===== src/rtl/vga_scale_funcmod.sv =====
// VGA timing generator with a scaled, offset source-image window and savemod line prefetch.
// Counter-to-pin latency is 3 clocks for colour, DE and both syncs.
module vga_scale_funcmod #(
    parameter int             DW          = 16,
    parameter int             HSW         = 96,
    parameter int             HBP         = 48,
    parameter int             HACT        = 640,
    parameter int             HFP         = 16,
    parameter int             VSW         = 2,
    parameter int             VBP         = 33,
    parameter int             VACT        = 480,
    parameter int             VFP         = 10,
    parameter int             HPOL        = 0,
    parameter int             VPOL        = 0,
    parameter int             XSIZE       = 320,
    parameter int             YSIZE       = 240,
    parameter int             XOFF        = 0,
    parameter int             YOFF        = 0,
    parameter int             SCALE_LOG2  = 1,
    parameter int             FRAME_DELAY = 60,
    parameter logic [DW-1:0]  BG          = '0
) (
    input  logic          CLOCK,
    input  logic          RESET,
    output logic          VGA_HSYNC,
    output logic          VGA_VSYNC,
    output logic [DW-1:0] VGAD,
    output logic          oDE,
    output logic          oEn,
    output logic [10:0]   oAddr,
    input  logic [DW-1:0] iData,
    output logic [10:0]   oTag
);

    localparam int HT = HSW + HBP + HACT + HFP;
    localparam int VT = VSW + VBP + VACT + VFP;

    localparam logic [10:0] HT_M1 = 11'(HT - 1);
    localparam logic [10:0] VT_M1 = 11'(VT - 1);
    localparam logic [10:0] FD_C  = 11'(FRAME_DELAY);

    // Window bounds are compared in 12 bits so large offsets cannot wrap.
    localparam logic [11:0] HS_E  = 12'(HSW);
    localparam logic [11:0] VS_E  = 12'(VSW);
    localparam logic [11:0] HA0   = 12'(HSW + HBP);
    localparam logic [11:0] HA1   = 12'(HSW + HBP + HACT);
    localparam logic [11:0] VA0   = 12'(VSW + VBP);
    localparam logic [11:0] VA1   = 12'(VSW + VBP + VACT);
    localparam logic [11:0] WX0   = 12'(XOFF);
    localparam logic [11:0] WX1   = 12'(XOFF + (XSIZE << SCALE_LOG2));
    localparam logic [11:0] WY0   = 12'(YOFF);
    localparam logic [11:0] WY1   = 12'(YOFF + (YSIZE << SCALE_LOG2));
    localparam logic [11:0] REP_M = 12'((1 << SCALE_LOG2) - 1);

    localparam logic HP = (HPOL != 0);
    localparam logic VP = (VPOL != 0);

    typedef struct packed {
        logic hs;
        logic vs;
        logic act;
        logic bg;
        logic win;
    } ctl_t;

    logic [10:0] ch_q, ch_d;
    logic [10:0] cv_q, cv_d;
    logic [10:0] fcnt_q, fcnt_d;
    logic        on_q, on_d;
    logic        eol, eof;

    ctl_t        s0;
    ctl_t [2:1]  ctl_q;
    logic [11:0] ch12, cv12, hx, vy, xrel;
    logic [11:0] nl, ny, nyo;
    logic        req0;

    logic          en_q;
    logic [10:0]   addr_q;
    logic [10:0]   tag_q;
    logic [DW-1:0] pix_q;
    logic          de_q, hsync_q, vsync_q;

    // Raster counters and power-up frame delay
    always_comb begin
        eol    = (ch_q == HT_M1);
        eof    = eol && (cv_q == VT_M1);
        ch_d   = eol ? 11'd0 : ch_q + 11'd1;
        cv_d   = eof ? 11'd0 : (eol ? cv_q + 11'd1 : cv_q);
        fcnt_d = fcnt_q;
        if (eof && !on_q && (fcnt_q != 11'h7FF))
            fcnt_d = fcnt_q + 11'd1;
        on_d   = on_q | (fcnt_q == FD_C);
    end

    // Stage 0: decode counters into sync, active, window and line-request terms
    always_comb begin
        ch12   = {1'b0, ch_q};
        cv12   = {1'b0, cv_q};
        hx     = ch12 - HA0;
        vy     = cv12 - VA0;
        xrel   = hx - WX0;
        s0.hs  = (ch12 < HS_E);
        s0.vs  = (cv12 < VS_E);
        s0.act = (ch12 >= HA0) && (ch12 < HA1) && (cv12 >= VA0) && (cv12 < VA1);
        s0.bg  = s0.act && on_q;
        s0.win = s0.bg && (hx >= WX0) && (hx < WX1) && (vy >= WY0) && (vy < WY1);
        // Request is for the next line; only the first of each replicated row group asks.
        nl     = cv12 + 12'd1;
        ny     = nl - VA0;
        nyo    = ny - WY0;
        req0   = on_q && (ch_q == 11'd0) && (nl >= VA0) && (nl < VA1) &&
                 (ny >= WY0) && (ny < WY1) && ((nyo & REP_M) == 12'd0);
    end

    always_ff @(posedge CLOCK) begin
        if (RESET) begin
            ch_q    <= '0;
            cv_q    <= '0;
            fcnt_q  <= '0;
            on_q    <= 1'b0;
            ctl_q   <= '0;
            en_q    <= 1'b0;
            addr_q  <= '0;
            tag_q   <= '0;
            pix_q   <= '0;
            de_q    <= 1'b0;
            hsync_q <= ~HP;
            vsync_q <= ~VP;
        end else begin
            ch_q     <= ch_d;
            cv_q     <= cv_d;
            fcnt_q   <= fcnt_d;
            on_q     <= on_d;
            ctl_q[1] <= s0;
            ctl_q[2] <= ctl_q[1];
            en_q     <= s0.win;
            if (s0.win)
                addr_q <= 11'(xrel >> SCALE_LOG2);
            tag_q[10] <= req0;
            if (req0)
                tag_q[9:0] <= 10'(nyo >> SCALE_LOG2);
            // Stage 3: iData belongs to the fetch issued one clock earlier.
            if (ctl_q[2].win)
                pix_q <= iData;
            else if (ctl_q[2].bg)
                pix_q <= BG;
            else
                pix_q <= '0;
            de_q    <= ctl_q[2].act;
            hsync_q <= ctl_q[2].hs ? HP : ~HP;
            vsync_q <= ctl_q[2].vs ? VP : ~VP;
        end
    end

    assign VGA_HSYNC = hsync_q;
    assign VGA_VSYNC = vsync_q;
    assign VGAD      = pix_q;
    assign oDE       = de_q;
    assign oEn       = en_q;
    assign oAddr     = addr_q;
    assign oTag      = tag_q;

endmodule


===== config.mk =====
export PLATFORM = sky130hd
export DESIGN_NAME = vga_scale_funcmod
export DESIGN_NICKNAME = d
export VERILOG_FILES = /design/src/rtl/vga_scale_funcmod.sv
export SDC_FILE = /design/constraint.sdc
export NUM_CORES = 1
export LEC_CHECK = 0
export BUFFER_PORTS_ARGS = -buffer_cell sky130_fd_sc_hd__buf_2
export CAP_MARGIN = 15
export CORE_ASPECT_RATIO = 0.9
export CORE_UTILIZATION = 30
export DETAILED_ROUTE_END_ITERATION = 8
export GPL_ROUTABILITY_DRIVEN = 0
export GPL_TIMING_DRIVEN = 0
export SETUP_SLACK_MARGIN = 0.15
export SLEW_MARGIN = 0
export SYNTH_ARGS = -nofsm -noshare
export SYNTH_HDL_FRONTEND = slang
export SYNTH_SLANG_ARGS = --single-unit

===== constraint.sdc =====
create_clock -name CLOCK -period 2.7 [get_ports CLOCK]
set_input_delay 0.27 -clock CLOCK [delete_from_list [all_inputs] [get_ports CLOCK]]
set_output_delay 0.27 -clock CLOCK [all_outputs]
set_load 0.005 [all_outputs]

==> impl_metrics.tcl, run 1 <==
set metrics [dict create \
    outcome "finished with violations" \
    violated_checks "design-rule violations" \
    rsz0062_at_grt "true" \
    die_footprint_um2 14100 \
    tightest_slew_ps 622 \
    track_usage_pct 15.3 \
    core_area_um2 13300 \
    final-seq-area_um2 1670 \
    floorplan.initialDensity_pct 30.7 \
    crit_type "register to register" \
    route.detailed.vias_per_inst 5.08 \
    synth_cell_types 62 \
    final.setup_skew_ps 7.71 \
    synth_fp_nets 501 \
    design.final.nets 595 \
    critical_path.endpoint_type "register" \
    cpMaxStageDelayCell "sky130_fd_sc_hd__or4_4" \
    reg2reg_slack_ps 90 \
    hold_ws_ps 116 \
    top_flip_flop_cell_by_instance_count_after_synthesis "sky130_fd_sc_hd__dfxtp_1" \
    power.static_leakage_uw 0.00218 \
    num_io_pins 60 \
    global_route_wire_length_before_repair_um 17500 \
    clock.fmax_mhz 384 \
    r2r-end "oTag[3]$_SDFFE_PP0P_" \
    timing.hold.worst.class "input pin to register" \
    worst_skew_pair.late_latency_ps 350 \
    register_bit_count_reported_by_yosys 83 \
    grt-ovfl-total 0 \
    worst-path-max-fanout 7 \
    route.final.wire_length_um 10400 \
    cts_tree "yes" \
    setup_viol 0 \
    ys_seq_area_share_pct 40.6 \
    placement_rows 40 \
    post_synth_instance_area_um2 4090 \
    critical_path_buf_inv_count 1 \
    critical_path.startpoint_type "register" \
    layoutNonFillerInstCount 739 \
    setup_total_negative_slack_ps 0 \
    layout-drive-gt1-share_pct 28.5 \
    finalCriticalPeriod_ps 2610 \
    placed_cells 699 \
    cap_violations 0 \
    cts.path.max_buffers 2 \
    tritoncts.num_buffers 9 \
    area_growth_pct 30.9 \
    final-max-slew-violation-count 0 \
    first_global_vias 3641 \
    detailed_place_hpwl_um 7100 \
    number_of_enable_flip_flop_cells_after_synthesis 0 \
    fillerInstances 1298 \
    critical-path-top-cell-by-count "sky130_fd_sc_hd__or4_4" \
    crit_path_cell_trace "ha_4 -> or4_4 -> a22oi_4 -> nand2_2 -> or4_4 -> buf_6 -> a211o_4 -> mux2_4" \
    fp.dieW_um 125 \
    detail_route.iter0.violations 217 \
    headroom_to_the_max_slew_limit_pct 58.6 \
    numClockSinks 83 \
    fp.dieH_um 113 \
    timing_hold_violations_final 0 \
    hold_path_startpoint "iData[9]" \
    antenna_left 0 \
    pre_repair_dr_iteration_count 7 \
    pd_cells_nw_per_um2 460 \
    worstReg2RegStart "cv_q[0]$_SDFFE_PP0P_" \
    post_synthesis_mean_instance_area_um2 8.66 \
    share_of_the_cycle_needed_by_the_critical_path_after_routing_pct 96.6 \
    holdPathEnd "VGAD[9]$_SDFF_PP0_" \
    vdd_drop_max_uv 286 \
    commonest_non_fill_non_tap_cell_in_the_layout "sky130_fd_sc_hd__dfxtp_1" \
    multi_input_area_um2 2420 \
    rr_worst_depth 8 \
    num_antenna_cells 0 \
    clk_root_buffer_cell "sky130_fd_sc_hd__clkbuf_16" \
    postSynthCellCount 472 \
    layout.cells.most_common_list "sky130_fd_sc_hd__dfxtp_1 (78), sky130_fd_sc_hd__buf_2 (63), sky130_fd_sc_hd__nor2_1 (46)" \
    worst_path_largest_cell_delay_ps 460 \
    critical_path_rt_ps 2930 \
    ys_async_sr_fraction_pct 0 \
    wl_per_cell_um 14.1 \
    clk_transition_reported_paths_ps 70 \
    cts_max_level 3 \
    route.vias.total 3752 \
    drc 11 \
    worst-endpoint-arrival_ps 2840 \
    grt_start_max_net_pins 17 \
    synthesis.yosys.warnings 0 \
    grt_antenna_before_repair 0 \
    cpLargestDelayFamily "simple AND/OR/NAND/NOR gates" \
    holdPathStages 2 \
    numPortBuffers 59 \
]
state kept, by name, indices dropped and copies added, names as in the netlist, 7 cells and up:
name	count
cv_q	11
oTag	11
fcnt_q	11
ch_q	11
ctl_q	7
VGAD	16
oAddr	11
per-layer routing:
layer	wire [um]	GRT usage, %	vias to the layer above	share of wire (%)
met5	0	0	-	0
met4	332	9.67	0	3.2
met3	587	2.98	29	5.7
met2	4780	24.4	131	46
met1	4680	19.1	1738	45
li1	-	-	1854	-
cell families after synthesis:
logic type,after synthesis,share of synthesized area (%)
AND/OR/NAND/NOR,200,26.3
XOR/XNOR,37,7.93
buffers and inverters,53,5.20
AO/OA/AOI/OAI,80,14.4
flip-flops,83,40.6
adder cells (fa/ha/maj),11,3.37
multiplexers,8,2.20
worst max-delay path by stage:
stage / from / end / slack, ps / cells after the start
3_5_place_dp: cv_q[0]$_SDFFE_PP0P_ / oTag[5]$_SDFFE_PP0P_ / -200 / 9
3_3_place_gp: cv_q[6]$_SDFFE_PP0P_ / oTag[5]$_SDFFE_PP0P_ / -160 / 8
4_1_cts: cv_q[2]$_SDFFE_PP0P_ / oTag[3]$_SDFFE_PP0P_ / 120 / 8
5_1_grt: cv_q[3]$_SDFFE_PP0P_ / oTag[3]$_SDFFE_PP0P_ / 10 / 8
6_report: cv_q[0]$_SDFFE_PP0P_ / oTag[3]$_SDFFE_PP0P_ / 90 / 8
2_1_floorplan: cv_q[1]$_SDFFE_PP0P_ / oTag[3]$_SDFFE_PP0P_ / 50 / 8
timing repair:
item | CTS | global route
gates resized for setup | 36 | 45
hold buffers | 0 | 0
pin swaps | 7 | 15
setup endpoints to repair | 19 | 32
setup buffers | 18 | 6
cell usage after synthesis (all sizes together), types with 9 or more instances:
| cell | number | area share [%] |
|---|---|---|
| dfxtp | 83 | 41 |
| nor2 | 47 | 4.4 |
| nand2 | 29 | 2.7 |
| nand3 | 24 | 2.9 |
| clkbuf | 22 | 2.0 |
| inv | 22 | 2.0 |
| xor2 | 20 | 4.3 |
| and2 | 19 | 2.9 |
| xnor2 | 17 | 3.6 |
| a21oi | 16 | 2.0 |
| o21ai | 16 | 2.0 |
| a211oi | 11 | 2.0 |
| and3 | 11 | 1.7 |
| ha | 11 | 3.4 |
| buf | 9 | 1.2 |
| nor3 | 9 | 1.1 |
area by class of cell:
| type | instances | area share, % |
|---|---|---|
| well taps | 168 | 3.93 |
| repair buffers | 83 | 9.03 |
| flip-flops and latches | 83 | 31.3 |
| clock inverters | 7 | 1.10 |
| inverters | 22 | 1.61 |
| plain buffers | 31 | 3.63 |
| multi-input cells | 336 | 45.2 |
| clock buffers | 9 | 4.21 |
stage by stage:
step                setup slack (ps)  instance area (um2)  power, uW  utilization (%)
floorplan                       47.0                 4130       1290                -
global placement                -156                 4630       1320             34.8
detailed placement              -199                 4630       1320             34.8
CTS                              124                 5170       2490             38.9
global route                    10.3                 5350       2550             40.2
finish                          92.9                 5350       2460             40.2
report_power, final:
group | internal, uW | leakage, uW | switching [uW]
clock network | 639 | 0.000139 | 528
logic | 21.5 | 0.00137 | 34.9
registers | 1230 | 0.000674 | 5.82
(Power assumes the default switching activity.)
==> run 2: changes to the inputs <==
--- a/config.mk
+++ b/config.mk
@@ -9,6 +9,7 @@
 export CAP_MARGIN = 15
 export CORE_ASPECT_RATIO = 0.9
 export CORE_UTILIZATION = 30
+export CTS_BUF_LIST = sky130_fd_sc_hd__clkbuf_4
 export DETAILED_ROUTE_END_ITERATION = 8
 export GPL_ROUTABILITY_DRIVEN = 0
 export GPL_TIMING_DRIVEN = 0
==> run 2 against run 1 <==
The run ends with design-rule violations, negative hold slack left; utilization shrank 0.30 points; first-iteration DRC count shrank 5.5%; global-route usage shrank 0.16 points; critical path depth grew 1; wire length grew 1.3%; sequential share of layout area grew 0.26 points; worst hold slack lost 120 ps; clock skew grew 12 ps; die area is the same; clock power shrank 42%; worst setup slack lost 27 ps; via count grew 0.69%; critical path type unchanged; critical endpoint unchanged; highest routed layer unchanged.
==> impl_metrics.tcl, run 2 (synthesis results as in run 1) <==
set metrics [dict create \
    final_util_pct 39.9 \
    final-max-slew-violation-count 0 \
    fillerInstances 1293 \
    pre_repair_dr_iteration_count 7 \
    critical_path_rt_ps 3070 \
    numClockSinks 83 \
    timing.hold.worst.class "input pin to register" \
    clock.fmax_mhz 380 \
    cts_tree "yes" \
    critical_path.startpoint_type "register" \
    antenna_left 0 \
    critical_path.endpoint_type "register" \
    route.detailed.vias_per_inst 5.06 \
    layout-drive-gt1-share_pct 29.5 \
    r2r-end "oTag[3]$_SDFFE_PP0P_" \
    grt_start_max_net_pins 17 \
    layout.cells.most_common_list "sky130_fd_sc_hd__dfxtp_1 (77), sky130_fd_sc_hd__buf_2 (64), sky130_fd_sc_hd__nor2_1 (46)" \
    route.vias.total 3778 \
    share_of_the_cycle_needed_by_the_critical_path_after_routing_pct 97.5 \
    num_io_pins 60 \
    endpoint "oTag[3]$_SDFFE_PP0P_" \
    worstReg2RegStart "cv_q[3]$_SDFFE_PP0P_" \
    track_usage_pct 15.1 \
    placement_rows 40 \
    fp.dieW_um 125 \
    fp.dieH_um 113 \
    grt-ovfl-total 0 \
    cts.path.max_buffers 2 \
    route.final.wire_length_um 10500 \
    drc 11 \
    clk_transition_reported_paths_ps 150 \
    die_footprint_um2 14100 \
    rr_worst_depth 9 \
    timing_hold_violations_final 1 \
    detailed_place_hpwl_um 7100 \
    num_antenna_cells 0 \
    setup_viol 0 \
    final.setup_skew_ps 19.2 \
    numPortBuffers 59 \
    headroom_to_the_max_slew_limit_pct 58.1 \
    violated_checks "design-rule violations, negative hold slack" \
    pd_cells_nw_per_um2 374 \
    power.static_leakage_uw 0.00215 \
    floorplan.initialDensity_pct 30.7 \
    final-seq-area_um2 1670 \
    rsz0062_at_grt "true" \
    detail_route.iter0.violations 205 \
    multi_input_area_um2 2470 \
    outcome "finished with violations" \
    worst-path-max-fanout 8 \
    commonest_non_fill_non_tap_cell_in_the_layout "sky130_fd_sc_hd__dfxtp_1" \
    startpoint_of_the_most_critical_setup_path "cv_q[3]$_SDFFE_PP0P_" \
    tritoncts.num_buffers 9 \
    hold_ws_ps -7.68 \
    tightest_slew_ps 628 \
    first_global_vias 3598 \
    cap_violations 0 \
    design.final.nets 603 \
    worst_skew_pair.late_latency_ps 470 \
    finalCriticalPeriod_ps 2630 \
    area_growth_pct 29.9 \
    global_route_wire_length_before_repair_um 17400 \
    worst-endpoint-arrival_ps 3000 \
    wl_per_cell_um 14.1 \
    crit_type "register to register" \
    core_area_um2 13300 \
    setup_total_negative_slack_ps 0 \
    largest_register_ffs 16 \
    reg2reg_slack_ps 70 \
    holdPathStages 2 \
    grt_antenna_before_repair 0 \
    clk_root_buffer_cell "sky130_fd_sc_hd__clkbuf_4" \
    vdd_drop_max_uv 175 \
    cts_max_level 3 \
]
==> run 2: changes by cell type in the layout (fill, tap and decap cells not counted), moves of 2 or more <==
cell,change
sky130_fd_sc_hd__a2111oi_1,-2
sky130_fd_sc_hd__a2111oi_2,+3
sky130_fd_sc_hd__a211oi_1,-2
sky130_fd_sc_hd__a211oi_2,+2
sky130_fd_sc_hd__buf_4,+2
sky130_fd_sc_hd__buf_6,-3
sky130_fd_sc_hd__clkbuf_16,-9
sky130_fd_sc_hd__clkbuf_4,+10
sky130_fd_sc_hd__dlygate4sd3_1,+9
sky130_fd_sc_hd__nand3_1,-2
sky130_fd_sc_hd__nand3_2,+2
==> run 2: worst min-delay path by stage <==
| stage | endpoint | slack [ps] | start |
|---|---|---|---|
| finish | VGAD[2]$_SDFF_PP0_ | -8 | iData[2] |
| global route | VGAD[3]$_SDFF_PP0_ | 4 | iData[3] |
| CTS | VGAD[2]$_SDFF_PP0_ | 0.2 | iData[2] |
| detailed placement | VGA_VSYNC$_SDFF_PP1_ | 350 | ctl_q[8]$_SDFF_PP0_ |
| global placement | VGA_VSYNC$_SDFF_PP1_ | 350 | ctl_q[8]$_SDFF_PP0_ |
| floorplan | VGA_HSYNC$_SDFF_PP1_ | 340 | ctl_q[9]$_SDFF_PP0_ |
==> run 2: area by class of cell <==
| class | instances | share of cell area (%) |
|---|---|---|
| inverter | 22 | 1.63 |
| sequential | 83 | 31.5 |
| timing repair buffer | 91 | 10.5 |
| clock buffer | 9 | 1.27 |
| multi-input combinational | 336 | 46.5 |
| clock inverter | 7 | 1.11 |
| tap | 168 | 3.96 |
| buffer | 31 | 3.46 |
==> run 2: metrics by stage <==
step	area, um2	total power [uW]	hold WS, ps	setup WS [ps]	std cells
after floorplan	4130	1290	343	47.0	472
after global placement	4630	1320	351	-156	699
after detailed placement	4630	1320	350	-199	699
after CTS	5090	2000	0.150	115	740
after global routing	5310	2070	4.09	4.37	747
final	5310	1980	-7.68	66.3	747
==> run 2: worst max-delay path, cell delays in order, from the launching register on <==
cell and delay (ps):
sky130_fd_sc_hd__dfxtp_1 330, sky130_fd_sc_hd__buf_4 140, sky130_fd_sc_hd__and4_1 200, sky130_fd_sc_hd__clkbuf_4 170
sky130_fd_sc_hd__mux2i_1 260, sky130_fd_sc_hd__a2bb2oi_2 100, sky130_fd_sc_hd__or4_4 540, sky130_fd_sc_hd__buf_6 160
sky130_fd_sc_hd__a211o_4 360, sky130_fd_sc_hd__mux2_4 300
==> run 2: power breakdown <==
group / total (uW) / internal (uW) / switching [uW] / leakage [uW]
Sequential: 1240 / 1230 / 5.99 / 0.000674
Clock: 681 / 205 / 476 / 0.0000692
Combinational: 66.5 / 29.9 / 36.5 / 0.00141
Total: 1980 / 1470 / 519 / 0.00215
==> run 2: metal layers <==
metal  track usage (%)  wire [um]
met5                 0          0
met4              7.40        255
met3              2.65        607
met2              24.9       4920
met1              19.3       4730
==> run 2: what timing repair did <==
action                     CTS  global route
resized for setup           39            48
hold buffers                 8             1
buffers inserted            17             6
hold endpoints to repair     8             1
setup endpoints to repair   22            33
pin swaps                    7            20
